[config.mk]
export PLATFORM = sky130hd
export DESIGN_NAME = evt_fifo
export DESIGN_NICKNAME = d
export VERILOG_FILES = /design/src/rtl/period_checker_evt_fifo.sv
export SDC_FILE = /design/constraint.sdc
export NUM_CORES = 1
export LEC_CHECK = 0
export CORE_ASPECT_RATIO = 0.8
export CORE_MARGIN = 4
export CORE_UTILIZATION = 48
export CTS_CLUSTER_SIZE = 12
export DETAILED_ROUTE_END_ITERATION = 10
export HOLD_SLACK_MARGIN = 0.05
export PLACE_DENSITY = 0.79
export SYNTH_ARGS = -nofsm -noshare
export SYNTH_HDL_FRONTEND = slang
export SYNTH_SLANG_ARGS = --single-unit
[constraint.sdc]
create_clock -name clk -period 5.9 [get_ports clk]
set_input_delay 1.77 -clock clk [delete_from_list [all_inputs] [get_ports clk]]
set_output_delay 1.77 -clock clk [all_outputs]
set_load 0.05 [all_outputs]
[src/rtl/period_checker_evt_fifo.sv]
// ============================================================================
// Module  : evt_fifo
// Brief   : Synchronous FIFO with async flush; output reads 0 while empty
// Revision: 1.0 - initial release
// ============================================================================
`default_nettype none

module evt_fifo #(
   parameter int WIDTH = 16,
   parameter int DEPTH = 4
) (
   input  logic             clk,
   input  logic             rst,
   input  logic             wr_en,
   input  logic [WIDTH-1:0] wr_data,
   input  logic             rd_en,
   output logic [WIDTH-1:0] rd_data,
   output logic             full,
   output logic             empty
);

   localparam int AW    = $clog2(DEPTH);
   localparam int PTR_W = AW + 1;

   logic [WIDTH-1:0] mem_q [DEPTH];
   logic [PTR_W-1:0] wr_ptr_q, wr_ptr_d;
   logic [PTR_W-1:0] rd_ptr_q, rd_ptr_d;
   logic             do_wr, do_rd;

   assign empty = (wr_ptr_q == rd_ptr_q);
   assign full  = (wr_ptr_q[AW] != rd_ptr_q[AW]) &&
                  (wr_ptr_q[AW-1:0] == rd_ptr_q[AW-1:0]);

   // A read frees the slot in the same edge, so a write into a full queue is kept.
   assign do_rd = rd_en && !empty;
   assign do_wr = wr_en && (!full || do_rd);

   always_comb begin
      wr_ptr_d = wr_ptr_q;
      rd_ptr_d = rd_ptr_q;
      if (do_wr) wr_ptr_d = wr_ptr_q + PTR_W'(1);
      if (do_rd) rd_ptr_d = rd_ptr_q + PTR_W'(1);
   end

   always_ff @(posedge clk or posedge rst) begin
      if (rst) begin
         wr_ptr_q <= '0;
         rd_ptr_q <= '0;
      end else begin
         wr_ptr_q <= wr_ptr_d;
         rd_ptr_q <= rd_ptr_d;
      end
   end

   always_ff @(posedge clk) begin
      if (do_wr) mem_q[wr_ptr_q[AW-1:0]] <= wr_data;
   end

   assign rd_data = empty ? '0 : mem_q[rd_ptr_q[AW-1:0]];

endmodule

`default_nettype wire

==> impl_metrics.json <==
{
  "wl_mm": 4.731,
  "vias_per_cell": 5.162,
  "fmax_mhz": 227.2,
  "drcViolationCount": 0,
  "crit_arrival_ps": 2630,
  "dpl.hpwl_mm": 3.062,
  "seq_area_frac_synth": 0.7132,
  "io_buffers": 37,
  "gr-total-overflow": 0,
  "netlist_area_sq_um": 2905,
  "n_antenna_cell": 0,
  "rrSetupSlack_ps": 3740,
  "clk_path_buf_depth": 2,
  "crit_chain": "buf_4 > mux4_1 > nor2b_1 > clkdlybuf4s50_1",
  "wl_per_cell_um": 17.85,
  "cts_setup_buffers": 0,
  "endpoint_kind": "output pin",
  "ys_seq_elements": 70,
  "dieHeight_um": 77.59,
  "yosys_warnings": 0,
  "drtAntennaViolNets": 0,
  "synthFlopType": "edfxtp_1",
  "area_delta_synth_final_pct": 20.28,
  "multi_input_area_sq_um": 779.5,
  "place_congestion": 0.7154,
  "dieArea_sq_um": 7369,
  "track_usage": 0.1421,
  "fin_tns_setup_ps": 0,
  "hold_buffers": 0,
  "pin_count": 38,
  "start_util": 0.4940,
  "grt_first_pass_wirelength_mm": 7.638,
  "synth_edf_count": 64,
  "drtPass1Iterations": 4,
  "crit_path_start_kind": "flip-flop",
  "n_fill_cell": 461,
  "row_count": 25,
  "synthCells": 137,
  "clk_pin_slew_ps": 60,
  "first_global_vias": 1472,
  "setup.worst_path.class": "flip-flop to output pin",
  "core-area_sq_um": 5881,
  "antenna_found_initial": 0,
  "syn_nets": 162,
  "slowest_delay_ps": 750,
  "clock-root-buffer": "clkbuf_8",
  "drt_iter0_drc": 61,
  "required_ps": 4130,
  "vias": 1368,
  "htree_num_levels": 3,
  "outcome": "finished, final reports clean",
  "rsz0062_at_grt": "no",
  "cts_tree": "done",
  "max-slew-margin-rel": 0.4181,
  "regArea_sq_um": 2072,
  "grt_max_degree": 19,
  "cts_buffers": 9,
  "drive_gt1_frac": 0.1793,
  "nets": 207,
  "async_reset_ff_frac": 0.08571,
  "critical_path.max_fanout": 18,
  "finalCritPeriodShare": 0.7461,
  "min_path_type": "flip-flop to flip-flop",
  "finalHoldViolCount": 0,
  "mostFrequentLayoutCells": "edfxtp_1 (64), clkdlybuf4s50_1 (37), nor2b_1 (16), mux4_2 (12), clkbuf_8 (9)",
  "drv_cap": 0,
  "min_period_ps": 4402,
  "synth.avg_cell_area_sq_um": 21.21,
  "setup_viol": 0,
  "worst_path_max_delay_cell": "clkdlybuf4s50_1",
  "ctsResizeCount": 0,
  "drv_slew": 0,
  "clk_latency_ps": 320,
  "worst_pin_slew_ps": 872.8,
  "synth.distinct_cells": 24,
  "layout_commonest_cell": "edfxtp_1",
  "die_w_um": 94.98,
  "finalClockSkew_ps": 5.355,
  "cts.sinks": 70
}
per-stage QoR:
| step | instances | area (sq um) | util | setup slack, ps | hold WS [ps] |
|---|---|---|---|---|---|
| after floorplan | 137 | 2905 | - | 2225 | 500.5 |
| after global placement | 252 | 3353 | 0.5702 | 1824 | 518.1 |
| after detailed placement | 252 | 3353 | 0.5702 | 1809 | 531.9 |
| after CTS | 265 | 3495 | 0.5943 | 1454 | 539.5 |
| after global routing | 265 | 3495 | 0.5943 | 1364 | 545.9 |
| final | 265 | 3495 | 0.5943 | 1498 | 532.4 |
state kept, by name, indices dropped and copies added, names as in the netlist:
register  flops
wr_ptr_q      3
rd_ptr_q      3
mem_q        64
final timing paths:
path	to	cells past startpoint	startpoint
worst max-delay path	rd_data[2]	4	rd_ptr_q[0]
min in group asynchronous	rd_ptr_q[2]	2	rst
worst max register to register	mem_q[1][4]	3	rd_ptr_q[2]
worst min-delay path	wr_ptr_q[2]	1	wr_ptr_q[2]
worst min register to register	wr_ptr_q[2]	1	wr_ptr_q[2]
max in group asynchronous	wr_ptr_q[2]	2	rst
worst max-delay path, delay by kind of cell, from the launching register on:
family / cells / cell delay (ps)
buf+inv: 2 / 1120
mux: 1 / 580
simple gates: 1 / 160
flops: 1 / 450
logic make-up after synthesis:
group                    count (synthesis)  synth area share
multiplexers                            18            0.1370
adder cells (fa/ha/maj)                  5           0.02153
flip-flops                              70            0.7132
AND/OR/NAND/NOR                         23           0.05427
buffers and inverters                    9           0.01851
AO/OA/AOI/OAI                            4           0.01852
XOR/XNOR                                 8           0.03704
synthesized netlist by cell type, types with 2 or more instances:
cell	n	area share
mux4_1	4	0.036
o41ai_2	2	0.011
xor2_4	2	0.019
edfxtp_1	64	0.66
mux4_2	12	0.093
ha_1	5	0.022
inv_1	4	0.0052
dfrtp_1	6	0.052
buf_6	2	0.0078
xnor2_1	5	0.015
nor2b_1	16	0.034
and3_1	3	0.0065
metal layers:
layer  wire length, um  track usage
met1              1951       0.1689
met2              2518       0.2442
met3               200      0.03585
met4                60      0.06052
met5                 0            0
layout make-up:
| type | count | share of cell area |
|---|---|---|
| timing repair buffer | 39 | 0.1103 |
| clock buffer | 9 | 0.03545 |
| sequential | 70 | 0.5929 |
| tap | 81 | 0.02900 |
| multi-input combinational | 58 | 0.2231 |
| inverter | 4 | 0.004296 |
| clock inverter | 4 | 0.005013 |
Power is not shown: default switching activity piles up to over one toggle a cycle in this logic, so the estimate is an artifact.
